### src/rtl/sem_icap_pkg.sv
// Shared definitions for the SEM-side ICAP ownership controller.
// Holds the sem_status bit positions, the status width and the
// ownership FSM state type (encoding is visible on owner_state_o).
package sem_icap_pkg;

  localparam int unsigned StatusW = 9;

  // Bit positions inside sem_status
  localparam int unsigned StInit        = 0;
  localparam int unsigned StObservation = 1;
  localparam int unsigned StCorrection  = 2;
  localparam int unsigned StClassif     = 3;
  localparam int unsigned StInjection   = 4;
  localparam int unsigned StEssential   = 5;
  localparam int unsigned StUncorr      = 6;
  localparam int unsigned StDiagScan    = 7;
  localparam int unsigned StDetectOnly  = 8;

  typedef enum logic [1:0] {
    OwnIdle = 2'b00,
    OwnReq  = 2'b01,
    OwnHeld = 2'b10
  } own_state_e;

endpackage

### src/rtl/sem_cmd_fifo.sv
// Synchronous command FIFO with a registered read pointer.
// Ports:
//   clk_i, reset_i   clock and synchronous active-high reset
//   push_i, wdata_i  write request and data (accepted when not full, or full with a pop)
//   pop_i            read request (ignored when empty)
//   rdata_o          head entry (valid while !empty_o)
//   full_o, empty_o  occupancy flags
module sem_cmd_fifo #(
  parameter int unsigned Width = 44,
  parameter int unsigned Depth = 4
) (
  input  logic             clk_i,
  input  logic             reset_i,
  input  logic             push_i,
  input  logic [Width-1:0] wdata_i,
  input  logic             pop_i,
  output logic [Width-1:0] rdata_o,
  output logic             full_o,
  output logic             empty_o
);

  localparam int unsigned AddrW = $clog2(Depth);

  // Pointers carry one extra wrap bit to tell full from empty.
  logic [AddrW:0]   wr_ptr_q, rd_ptr_q;
  logic [Width-1:0] mem_q [Depth];
  logic             push_ok, pop_ok;

  assign empty_o = (wr_ptr_q == rd_ptr_q);
  assign full_o  = (wr_ptr_q[AddrW] != rd_ptr_q[AddrW]) &&
                   (wr_ptr_q[AddrW-1:0] == rd_ptr_q[AddrW-1:0]);
  assign pop_ok  = pop_i && !empty_o;
  assign push_ok = push_i && (!full_o || pop_ok);
  assign rdata_o = mem_q[rd_ptr_q[AddrW-1:0]];

  always_ff @(posedge clk_i) begin
    if (reset_i) begin
      wr_ptr_q <= '0;
      rd_ptr_q <= '0;
    end else begin
      if (push_ok) wr_ptr_q <= wr_ptr_q + (AddrW+1)'(1);
      if (pop_ok)  rd_ptr_q <= rd_ptr_q + (AddrW+1)'(1);
    end
  end

  always_ff @(posedge clk_i) begin
    if (push_ok) mem_q[wr_ptr_q[AddrW-1:0]] <= wdata_i;
  end

endmodule

### src/rtl/sem_icap_handoff.sv
// SEM-side ICAP ownership controller sitting between the SEM core and the shared
// ICAP arbiter. Tracks ICAP ownership, qualifies releases, paces queued SEM
// commands and watches per-SLR heartbeats.
// Ports:
//   icap_clk_i, reset_i                  clock, synchronous active-high reset
//   sem_en_i, sem_cap_req_i              enable and SEM cap_req
//   sem_cap_gnt_o, sem_cap_rel_o         grant passthrough, registered qualified release
//   icap_req_o, icap_gnt_i, icap_rel_i   arbiter handshake
//   sem_status_i                         SEM status vector (see sem_icap_pkg)
//   slr_heartbeat_i, hb_clear_i, hb_lost_o   heartbeat watchdog
//   cmd_valid_i, cmd_code_i, cmd_ready_o     command queue input
//   sem_command_strobe_o, sem_command_code_o, sem_command_busy_i  command issue to SEM
//   idle_flag_o, owner_state_o           idle indication and FSM debug
module sem_icap_handoff
  import sem_icap_pkg::*;
#(
  parameter int unsigned NumSlr     = 3,
  parameter int unsigned IdleCycles = 16,
  parameter int unsigned HbTimeout  = 512,
  parameter int unsigned CmdW       = 44,
  parameter int unsigned CmdDepth   = 4,
  parameter int unsigned IssueGap   = 4
) (
  input  logic                icap_clk_i,
  input  logic                reset_i,
  input  logic                sem_en_i,
  input  logic                sem_cap_req_i,
  output logic                sem_cap_gnt_o,
  output logic                sem_cap_rel_o,
  output logic                icap_req_o,
  input  logic                icap_gnt_i,
  input  logic                icap_rel_i,
  input  logic [StatusW-1:0]  sem_status_i,
  input  logic [NumSlr-1:0]   slr_heartbeat_i,
  input  logic                hb_clear_i,
  output logic [NumSlr-1:0]   hb_lost_o,
  input  logic                cmd_valid_i,
  input  logic [CmdW-1:0]     cmd_code_i,
  output logic                cmd_ready_o,
  output logic                sem_command_strobe_o,
  output logic [CmdW-1:0]     sem_command_code_o,
  input  logic                sem_command_busy_i,
  output logic                idle_flag_o,
  output logic [1:0]          owner_state_o
);

  localparam int unsigned IdleW = $clog2(IdleCycles + 1);
  localparam int unsigned GapW  = $clog2(IssueGap);
  localparam int unsigned HbW   = $clog2(HbTimeout + 1);
  localparam logic [IdleW-1:0] IdleMax   = IdleW'(IdleCycles);
  localparam logic [GapW-1:0]  GapReload = GapW'(IssueGap - 1);
  localparam logic [HbW-1:0]   HbMax     = HbW'(HbTimeout);

  own_state_e state_q, state_d;
  logic       icap_req;
  logic       obs, quiet_ok, idle;

  assign obs      = sem_status_i[StObservation];
  // States in which SEM is not touching configuration memory in a way that must not be interrupted.
  assign quiet_ok = obs || sem_status_i[StDetectOnly];

  // ---------------- Ownership FSM ----------------
  always_comb begin
    state_d  = state_q;
    icap_req = 1'b0;
    case (state_q)
      OwnIdle: begin
        if (sem_en_i && sem_cap_req_i) state_d = OwnReq;
      end
      OwnReq: begin
        icap_req = 1'b1;
        // A cancel beats a grant arriving in the same cycle.
        if (!sem_en_i || !sem_cap_req_i) state_d = OwnIdle;
        else if (icap_gnt_i)             state_d = OwnHeld;
      end
      OwnHeld: begin
        // sem_en only gates new requests; it does not revoke ownership.
        icap_req = sem_cap_req_i;
        if (!sem_cap_req_i) state_d = OwnIdle;
      end
      default: state_d = OwnIdle;
    endcase
  end

  always_ff @(posedge icap_clk_i) begin
    if (reset_i) state_q <= OwnIdle;
    else         state_q <= state_d;
  end

  assign icap_req_o    = icap_req;
  assign sem_cap_gnt_o = icap_gnt_i;
  assign owner_state_o = state_q;

  // ---------------- Idle detect and release ----------------
  logic [IdleW-1:0] idle_cnt_q, idle_cnt_d;
  logic             idle_flag_q, sem_cap_rel_q;

  assign idle = ~|sem_status_i && icap_gnt_i && icap_req;

  always_comb begin
    idle_cnt_d = idle_cnt_q;
    if (!idle)                     idle_cnt_d = '0;
    else if (idle_cnt_q != IdleMax) idle_cnt_d = idle_cnt_q + IdleW'(1);
  end

  always_ff @(posedge icap_clk_i) begin
    if (reset_i) begin
      idle_cnt_q    <= '0;
      idle_flag_q   <= 1'b0;
      sem_cap_rel_q <= 1'b0;
    end else begin
      idle_cnt_q    <= idle_cnt_d;
      // Gated by idle so any activity drops the flag on the very next cycle.
      idle_flag_q   <= idle && (idle_cnt_q == IdleMax);
      sem_cap_rel_q <= (state_q == OwnHeld) && icap_rel_i &&
                       (quiet_ok || sem_status_i[StDiagScan] || idle_flag_q);
    end
  end

  assign idle_flag_o   = idle_flag_q;
  assign sem_cap_rel_o = sem_cap_rel_q && (state_q == OwnHeld);

  // ---------------- Command queue and issue ----------------
  logic            fifo_full, fifo_empty, issue;
  logic [CmdW-1:0] fifo_rdata, cmd_code_q;
  logic [GapW-1:0] gap_q;
  logic            strobe_q;

  assign cmd_ready_o = !fifo_full;
  assign issue = !fifo_empty && !sem_command_busy_i && (gap_q == '0) &&
                 (quiet_ok || idle_flag_q);

  sem_cmd_fifo #(
    .Width (CmdW),
    .Depth (CmdDepth)
  ) u_cmd_fifo (
    .clk_i   (icap_clk_i),
    .reset_i (reset_i),
    .push_i  (cmd_valid_i && !fifo_full),
    .wdata_i (cmd_code_i),
    .pop_i   (issue),
    .rdata_o (fifo_rdata),
    .full_o  (fifo_full),
    .empty_o (fifo_empty)
  );

  always_ff @(posedge icap_clk_i) begin
    if (reset_i) begin
      strobe_q   <= 1'b0;
      cmd_code_q <= '0;
      gap_q      <= '0;
    end else begin
      strobe_q <= issue;
      if (issue) begin
        cmd_code_q <= fifo_rdata;
        gap_q      <= GapReload;
      end else if (gap_q != '0) begin
        gap_q <= gap_q - GapW'(1);
      end
    end
  end

  assign sem_command_strobe_o = strobe_q;
  assign sem_command_code_o   = cmd_code_q;

  // ---------------- Per-SLR heartbeat watchdog ----------------
  for (genvar g = 0; g < NumSlr; g++) begin : g_hb
    logic [HbW-1:0] cnt_q, cnt_d;
    logic           lost_q;

    always_comb begin
      cnt_d = cnt_q;
      if (slr_heartbeat_i[g])          cnt_d = '0;
      else if (obs && cnt_q != HbMax)  cnt_d = cnt_q + HbW'(1);
    end

    // hb_clear has priority so it wins over a timeout landing in the same cycle.
    always_ff @(posedge icap_clk_i) begin
      if (reset_i || hb_clear_i) begin
        cnt_q  <= '0;
        lost_q <= 1'b0;
      end else begin
        cnt_q <= cnt_d;
        if (cnt_d == HbMax) lost_q <= 1'b1;
      end
    end

    assign hb_lost_o[g] = lost_q;
  end

endmodule

### config.mk
export PLATFORM = sky130hd
export DESIGN_NAME = sem_icap_handoff
export DESIGN_NICKNAME = d
export VERILOG_FILES = /design/src/rtl/sem_icap_pkg.sv /design/src/rtl/sem_cmd_fifo.sv /design/src/rtl/sem_icap_handoff.sv
export SDC_FILE = /design/constraint.sdc
export NUM_CORES = 1
export LEC_CHECK = 0
export BUFFER_PORTS_ARGS = -buffer_cell sky130_fd_sc_hd__clkbuf_2
export CORE_UTILIZATION = 50
export DETAILED_ROUTE_END_ITERATION = 10
export GPL_TIMING_DRIVEN = 0
export MAX_ROUTING_LAYER = met4
export PLACE_DENSITY = 0.8
export SETUP_SLACK_MARGIN = 0.05
export SYNTH_ARGS = -nofsm -noshare
export SYNTH_HDL_FRONTEND = slang
export SYNTH_SLANG_ARGS = --single-unit
### constraint.sdc
create_clock -name icap_clk_i -period 4.4 [get_ports icap_clk_i]
set_clock_uncertainty 0.2 [all_clocks]
set_input_delay 0.66 -clock icap_clk_i [delete_from_list [all_inputs] [get_ports icap_clk_i]]
set_output_delay 0.66 -clock icap_clk_i [all_outputs]
set_load 0.1 [all_outputs]
==> results of run 1 <==
## tightest hold or removal path, stage by stage
cell and delay, ns:
clkbuf_2 0.08, nand2_1 0.05, nor3_1 0.04
## area by class of cell
type	instances	area share, %
sequential	271	56.7
inverter	17	0.503
clock buffer	35	5.98
clock inverter	15	1.44
multi-input combinational	435	25.8
buffer	42	1.61
tap	275	2.71
timing repair buffer	121	5.25
## through the flow
stage          utilization [%]  worst slack (ns)  area [um2]
3_3_place_gp              55.4             0.593       11700
5_1_grt                   60.3              1.45       12700
6_report                  60.3              1.58       12700
4_1_cts                   60.3              1.56       12700
3_5_place_dp              55.9              1.70       11700
2_1_floorplan                -             0.576       10700
## power groups by stage
stage,registers [mW],clock network (mW),logic (mW)
6_report,2.91,2.42,0.954
3_3_place_gp,2.96,0,0.934
4_1_cts,2.91,2.47,0.965
5_1_grt,2.92,2.56,1.02
3_5_place_dp,2.96,0,0.960
2_1_floorplan,3.29,0,0.402
## worst paths after layout
check	cells after the start	slack, ns	end	start
worst max-delay path	5	1.58	icap_req_o	owner_state_o[0]
worst min-delay path	3	0.12	sem_cap_rel_q	icap_rel_i
worst min register to register	2	0.25	sem_command_code_o[16]	sem_command_code_o[16]
worst max register to register	5	1.70	u_cmd_fifo.mem_q[3][7]	u_cmd_fifo.rd_ptr_q[1]
## per-layer routing
metal	global-route usage [%]	part of all wire, %	up-vias
met5	-	0	-
met4	6.44	2.6	0
met3	4.33	6.8	40
met2	34.7	50	221
met1	24.8	41	3258
li1	-	-	3140
## placed cells by master (no fill, tap or decap), types with 6 or more instances in the layout
cell       count
clkbuf_2     117
xor2_1        15
nor4b_1        7
clkbuf_1      26
dfxtp_1       95
ha_1          17
xnor2_1       21
nand2_1      111
buf_2         13
clkinv_1       6
nand4_1       16
buf_4          8
clkbuf_16     29
o21ai_0        7
a21oi_1       57
inv_1         17
nand3_1       10
nor3_1        10
mux4_2        44
edfxtp_1     176
nor2_1        49
## sequential cells by signal, summed over array words and instances, names as in the netlist
register / flops
sem_command_code_o: 44
g_hb.cnt_q: 30
u_cmd_fifo.mem_q: 176
sem_cap_rel_q: 1
sem_command_strobe_o: 1
owner_state_o: 2
idle_flag_o: 1
u_cmd_fifo.rd_ptr_q: 3
idle_cnt_q: 5
gap_q: 2
u_cmd_fifo.wr_ptr_q: 3
g_hb.lost_q: 3
## kinds of logic after synthesis
| kind of cell | Yosys count | synth area share, % |
|---|---|---|
| AOI/OAI and AO/OA | 95 | 5.48 |
| xor gates and xnor gates | 36 | 2.94 |
| adders and majority gates | 17 | 1.98 |
| buffers and inverters | 59 | 2.50 |
| DFF | 271 | 67.0 |
| muxes | 48 | 9.61 |
| and+or+nand+nor | 239 | 10.5 |
==> impl_metrics.ini, run 1 <==
[pwr]
switching_share_pct = 27.2
seqPwrFrac_pct = 46.3
power_mw = 6.28
ir_drop_v = 0.000446
power_density_mw_per_mm2 = 495
pwr-share-clk_pct = 38.6
p_sw_mw = 1.71
power_frac_comb_pct = 15.2
power.leakage_nw = 4.40
p_int_mw = 4.58

[worst_setup_path]
critPathLaunchType = register
crit_chain = inv_1 -> ha_1 -> a21oi_1 -> nor2b_1 -> clkbuf_2
cpLargestDelayFamily = buffers and inverters
cp.required_ns = 3.54
worstPathArrival_ns = 1.96
critPathMaxStageDelay_ns = 0.48
crit_slowest_cell = clkbuf_2
setup.worst_path.class = register to output port
cp_max_fo = 5
end_kind = output port
crit_buf_inv = 2

[global_route]
grt_overflow = 0
grt_max_degree = 33
grt_pass1_vias = 6660
antenna_found_initial = 0
grt_use_total_pct = 20.6
grt_first_pass_wirelength_um = 33900

[routing]
ant_nets = 0
wire_per_inst_um = 17.9
viasPerCell = 5.50
wl_um = 21600
num_vias = 6659
drt_iter0_drc = 376
dr.pass1.iters = 5
drcViolationCount = 0

[synthesis]
synth_warnings = 0
yosysSeqAreaShare_pct = 67.0
synth_seq_cells = 271
syn_nets = 847
synth_cells = 765
yosysMostFrequentCell = edfxtp_1
synth_top_area_share_pct = 49.3
yosysUniqueCellTypes = 56
synth_ff_type = edfxtp_1
syn_area_mm2 = 0.0107
yosys.area.top_type = edfxtp_1
synth_edf_count = 176
async_flop_share_pct = 0
synthTopCellsByArea = edfxtp_1 49%, dfxtp_1 18%, mux4_2 9.2%
ys_top_cells_by_count = 176 x edfxtp_1, 111 x nand2_1, 95 x dfxtp_1
synth.avg_cell_area_um2 = 14.0

[floorplan]
io-pin-count = 120
rows = 53
die_width_um = 148
fp.dieH_um = 148
start_util_pct = 51.0
die_area_mm2 = 0.0220
core_area_mm2 = 0.0210

[final_layout]
finalNonFillerCells = 1211
drive_gt1_share_pct = 25.9
nets = 997
multi_input_area_mm2 = 0.00328
insertedDiodeCount = 0
final-seq-area_mm2 = 0.00719
fill_cells = 1569
syn_to_final_growth_pct = 18.2

[hold_path]
holdCritPathClass = input pin to register

[clocking]
clk_latency_ns = 0.55
cts.repair.resized = 0
clockRootBuffer = clkbuf_16
clk_path_buf_depth = 3
cts.sinks = 271
clkTransAtPathRegs_ns = 0.06
post_cts_buffers = 0
cts_tree = built
cts_buffers = 27
cts.htree.levels = 1
postCtsHoldBufs = 0

[outcome]
status = completed

[placed_design]
detailed_place_hpwl_um = 14000
place_inst = 1161
io_buffers = 117
place.gp.congestion = 0.862

[timing]
fin_setup_tns_ns = 0
hold_slack_ns = 0.124
fmax_ghz = 0.354
period_share_pct = 64.2
max_slew_margin_pct = 52.1
slew_violations = 0
final_hold_viol_count = 0
setup_viol = 0
worst_pin_slew_ns = 0.718
period_needed_ns = 2.82
rsz0062_at_grt = no

[flow_run]
maxCapViolations = 0
(Power assumes the default switching activity.)
==> run 2: changes to the inputs <==
==> constraint.sdc (replaced) <==
create_clock -name icap_clk_i -period 2.66 [get_ports icap_clk_i]
set_clock_uncertainty 0.2 [all_clocks]
set_input_delay 0.399 -clock icap_clk_i [delete_from_list [all_inputs] [get_ports icap_clk_i]]
set_output_delay 0.399 -clock icap_clk_i [all_outputs]
set_load 0.1 [all_outputs]
==> run 2 against run 1 <==
Effect of this change: combinational power increased by 74%; global-route usage increased by 1.1 points; total power increased by 63%; wire length increased by 9.6%; via count increased by 4.3%; final area increased by 3.4%; first-iteration DRC count increased by 13%; cell count increased by 4.3%; sequential cell count unchanged; critical path type is now register to register; highest routed layer unchanged.
==> impl_metrics.ini, run 2 (synthesized netlist as in run 1, its figures left out) <==
[placed_design]
pre_cts_ws_ns = -0.306
io_buffers = 117
detailed_place_hpwl_um = 13500
place.gp.congestion = 0.858

[final_layout]
multi_input_area_mm2 = 0.00333
nets = 1048
largest_reg_flops = 176
syn_to_final_growth_pct = 22.3
layout_common_cells = 176 x edfxtp_1, 115 x clkbuf_2, 111 x nand2_1
fill_cells = 1522
final_common_cell = edfxtp_1
fin_util_pct = 62.4
drive_gt1_share_pct = 25.3
final-seq-area_mm2 = 0.00719

[timing]
rsz0062_at_grt = yes
setup_viol = 0
worst_slack_ns = 0.116
hold_slack_ns = 0.0475
slew_violations = 0
max_slew_margin_pct = 53.5
final_hold_viol_count = 0
period_share_pct = 95.6
period_needed_ns = 2.54
worst_pin_slew_ns = 0.698
fmax_ghz = 0.393

[worst_setup_path]
critPathLaunchType = register
cp.required_ns = 2.64
cp_max_fo = 22
crit_chain = buf_2 -> xnor2_1 -> a31oi_2 -> and2_2
crit_slowest_cell = and2_2
critPathMaxStageDelay_ns = 0.72
end_kind = register
setup.worst_path.class = register to register
worstPathArrival_ns = 2.52

[global_route]
grt_first_pass_wirelength_um = 35800
antenna_found_initial = 1
grt_overflow = 0
grt_max_degree = 46
grt_use_total_pct = 21.8
grt_pass1_vias = 6948

[pwr]
power_frac_comb_pct = 16.2
p_int_mw = 7.39
switching_share_pct = 27.9
seqPwrFrac_pct = 47.0
power_density_mw_per_mm2 = 781
power_mw = 10.2
pwr-share-clk_pct = 36.8
ir_drop_v = 0.000668
p_sw_mw = 2.85
power.leakage_nw = 4.58

[clocking]
cts_buffers = 27
cts_tree = built
cts.htree.levels = 1
clockRootBuffer = clkbuf_16
clk_latency_ns = 0.55
cts.sinks = 271
clkTransAtPathRegs_ns = 0.06
clk_path_buf_depth = 3
post_cts_buffers = 0

[routing]
ant_nets = 0
dr.pass1.iters = 4
drt_iter0_drc = 424
viasPerCell = 5.50
wire_per_inst_um = 18.8
wl_um = 23700
drcViolationCount = 0
num_vias = 6945

[flow_run]
maxCapViolations = 0

[floorplan]
die_area_mm2 = 0.0220
fp.dieH_um = 148
die_width_um = 148
start_util_pct = 51.0
rows = 53
io-pin-count = 120
core_area_mm2 = 0.0210

[hold_path]
holdCritPathClass = input pin to register

[outcome]
status = completed
## run 2: changes by cell type in the layout (fill, tap and decap cells not counted), moves of 3 or more
cell,change
and2_4,+4
buf_12,-4
bufinv_16,-3
clkbuf_8,+4
clkinv_1,-5
dlygate4sd3_1,+51
## run 2: critical path: cells and delay by family (launching register included)
family          cells  cell delay (ns)
compound gates      1             0.50
simple gates        1             0.72
buf+inv             1             0.26
xor+xnor            1             0.17
flops               1             0.32
## run 2: worst paths after layout
path,start,end,slack (ns),depth (start not counted)
worst max-delay path,u_cmd_fifo.rd_ptr_q[1],u_cmd_fifo.mem_q[2][36],0.12,4
worst min-delay path,hb_clear_i,g_hb[0].lost_q,0.05,3
worst min register to register,sem_command_code_o[11],sem_command_code_o[11],0.25,2
worst max register to register,u_cmd_fifo.rd_ptr_q[1],u_cmd_fifo.mem_q[2][36],0.12,4
## run 2: metal layers
layer,vias to the layer above,share of wire [%],global-route usage (%)
met4,0,2.1,6.91
met2,218,52,37.9
met5,-,0,-
li1,3255,-,-
met3,35,6.4,4.29
met1,3437,40,25.2
## run 2: repair_timing
action | 4_1_cts | 5_1_grt
pin swaps | 0 | 4
cloned | 0 | 4
gates resized for setup | 1 | 6
hold buffers | 51 | 0
setup endpoints to repair | 177 | 178
hold endpoints to repair | 182 | 0
## run 2: per-stage QoR
step / setup TNS (ns) / area, um2 / cells
6_report: 0 / 13100 / 1263
4_1_cts: -40.85 / 13100 / 1258
2_1_floorplan: 0 / 10700 / 765
3_3_place_gp: -45.73 / 11700 / 1157
3_5_place_dp: -50.55 / 11700 / 1157
5_1_grt: -0.239 / 13100 / 1263
## run 2: power by group through the flow
stage          Clock [mW]  Sequential (mW)  Combinational (mW)
2_1_floorplan           0             5.44               0.668
3_3_place_gp            0             4.89                1.55
3_5_place_dp            0             4.90                1.57
4_1_cts              3.83             4.81                1.64
5_1_grt              4.01             4.83                1.76
6_report             3.77             4.81                1.66
## run 2: cell type report
| class | instances | area share (%) |
|---|---|---|
| Clock buffer | 39 | 6.04 |
| Multi-Input combinational cell | 439 | 25.4 |
| Antenna cell | 1 | 0.0191 |
| Clock inverter | 11 | 0.763 |
| Inverter | 17 | 0.486 |
| Timing Repair Buffer | 168 | 8.36 |
| Sequential cell | 271 | 54.8 |
| Buffer | 42 | 1.55 |
| Tap cell | 275 | 2.62 |
==> run 3: changes to the inputs <==
--- a/config.mk
+++ b/config.mk
@@ -11,6 +11,7 @@
 export GPL_TIMING_DRIVEN = 0
 export MAX_ROUTING_LAYER = met4
 export PLACE_DENSITY = 0.8
+export REMOVE_ABC_BUFFERS = 1
 export SETUP_SLACK_MARGIN = 0.05
 export SYNTH_ARGS = -nofsm -noshare
 export SYNTH_HDL_FRONTEND = slang
==> constraint.sdc (replaced) <==
create_clock -name icap_clk_i -period 2.8 [get_ports icap_clk_i]
set_clock_uncertainty 0.2 [all_clocks]
set_input_delay 0.42 -clock icap_clk_i [delete_from_list [all_inputs] [get_ports icap_clk_i]]
set_output_delay 0.42 -clock icap_clk_i [all_outputs]
set_load 0.1 [all_outputs]
==> run 3 against run 2 <==
Effect of this change: sequential cell count did not move; combinational power fell by 7%; critical endpoint is now u_cmd_fifo.mem_q[2][25]; core utilization fell by 0.12 points; setup slack improved by 0.082 ns; count of clock-buffer cells in the layout fell by 1; first-iteration DRC count fell by 33%; clock power fell by 4%; register-to-register slack improved by 0.08 ns; via count fell by 3.5%; global-route usage fell by 0.33 points; die area did not move.
==> impl_metrics.ini, run 3 (synthesized netlist as in run 1, its figures left out) <==
[outcome]
status = completed

[placed_design]
place.gp.congestion = 0.871
place_inst = 1126
detailed_place_hpwl_um = 13200
io_buffers = 119
dpl-instance-area_mm2 = 0.0117

[clocking]
cts_tree = built
cts.sinks = 271
cts.htree.levels = 1
clockRootBuffer = clkbuf_16
cts_buffers = 28
clkTransAtPathRegs_ns = 0.06
clk_latency_ns = 0.56
clk_path_buf_depth = 3

[floorplan]
die_width_um = 148
rows = 53
io-pin-count = 120
start_util_pct = 51.0
die_area_mm2 = 0.0220
fp.dieH_um = 148
core_area_mm2 = 0.0210

[timing]
max_slew_margin_pct = 41.2
fin_setup_tns_ns = 0
setup_viol = 0
worst_pin_slew_ns = 0.881
slew_violations = 0
period_needed_ns = 2.60
rsz0062_at_grt = no
final_hold_viol_count = 0
period_share_pct = 92.9
fmax_ghz = 0.384

[worst_setup_path]
cp_common_cell = buf_12
cpLargestDelayFamily = buffers and inverters
worstPathArrival_ns = 2.64
critPathLaunchType = register
crit_slowest_cell = dfxtp_4
crit_chain = buf_12 -> xnor2_2 -> a31oi_2 -> and2_2 -> buf_12
critPathMaxStageDelay_ns = 0.49
cp.required_ns = 2.84
crit_buf_inv = 2
setup.worst_path.class = register to register
end_kind = register
cp_max_fo = 34

[global_route]
grt_max_degree = 63
grt_first_pass_wirelength_um = 35700
grt_overflow = 0
grt_use_total_pct = 21.4
grt_pass1_vias = 6945
antenna_found_initial = 0

[routing]
dr.pass1.iters = 4
ant_nets = 0
num_vias = 6700
drcViolationCount = 0
viasPerCell = 5.46
wl_um = 22200
drt_iter0_drc = 286
wire_per_inst_um = 18.1

[pwr]
power.leakage_nw = 4.51
power_mw = 9.76
power_density_mw_per_mm2 = 746
ir_drop_v = 0.000661

[hold_path]
holdCritPathClass = input pin to register

[final_layout]
finalNonFillerCells = 1227
largest_reg_flops = 176
insertedDiodeCount = 0
design_area_mm2 = 0.0131
drive_gt1_share_pct = 24.6
syn_to_final_growth_pct = 22.0
layout_common_cells = 176 x edfxtp_1, 117 x clkbuf_2, 111 x nand2_1
fill_cells = 1547
final_common_cell = edfxtp_1
nets = 1012

[flow_run]
maxCapViolations = 0
==> run 3: cell types whose count changed in the layout (fill, tap and decap cells not counted), sizes merged <==
cell         delta
and2            -4
buf            -14
bufinv          +1
clkbuf         -18
clkinv          +3
diode           -1
dlygate4sd3     -2
inv             -1
==> run 3: per-stage QoR <==
stage,utilization [%],hold WS [ns],setup WS (ns)
after floorplan,-,0.265,-3.07
after global placement,54.5,0.239,-6.74
after detailed placement,55.5,0.248,-0.298
after CTS,62.2,0.0190,0.0602
after global routing,62.3,0.0584,0.0728
final,62.3,0.0508,0.198
==> run 3: power by group <==
part	switching, mW	internal (mW)
clock	1.52	2.09
combinational	1.06	0.490
sequential	0.116	4.48
==> run 3: metal layers <==
layer	global-route usage, %	up-vias	share of wire [%]
met1	25.9	3323	40
met3	4.02	25	6.1
met5	-	-	0
met4	4.59	0	1.6
met2	37.3	188	52
li1	-	3164	-
==> run 3: tightest hold or removal path, cell delays in order <==
cell and delay [ns]:
clkbuf_2 0.09, nor4_1 0.06, nor3_1 0.15
==> run 3: path summary, 6_finish.rpt <==
kind / startpoint / to / slack, ns / depth (start not counted)
min reg2reg: sem_command_code_o[19] / sem_command_code_o[19] / 0.25 / 2
max: u_cmd_fifo.rd_ptr_q[1] / u_cmd_fifo.mem_q[2][25] / 0.20 / 5
max reg2reg: u_cmd_fifo.rd_ptr_q[1] / u_cmd_fifo.mem_q[2][25] / 0.20 / 5
min: sem_status_i[7] / sem_cap_rel_q / 0.05 / 3
==> run 3: layout make-up <==
class / instances / area, um2 / share of cell area (%)
well taps: 275 / 344 / 2.63
clock inverters: 14 / 149 / 1.14
multi-input cells: 435 / 3310 / 25.3
repair buffers: 177 / 1270 / 9.69
clock buffers: 38 / 758 / 5.79
flip-flops and latches: 271 / 7190 / 55.0
inverters: 17 / 63.8 / 0.487
==> run 3: repair_timing <==
| item | in CTS | in global routing |
|---|---|---|
| hold buffers | 49 | 0 |
| setup endpoints to repair | 157 | 35 |
| setup buffers | 0 | 0 |
| endpoints found under the hold margin | 180 | 0 |
| gates resized for setup | 6 | 1 |
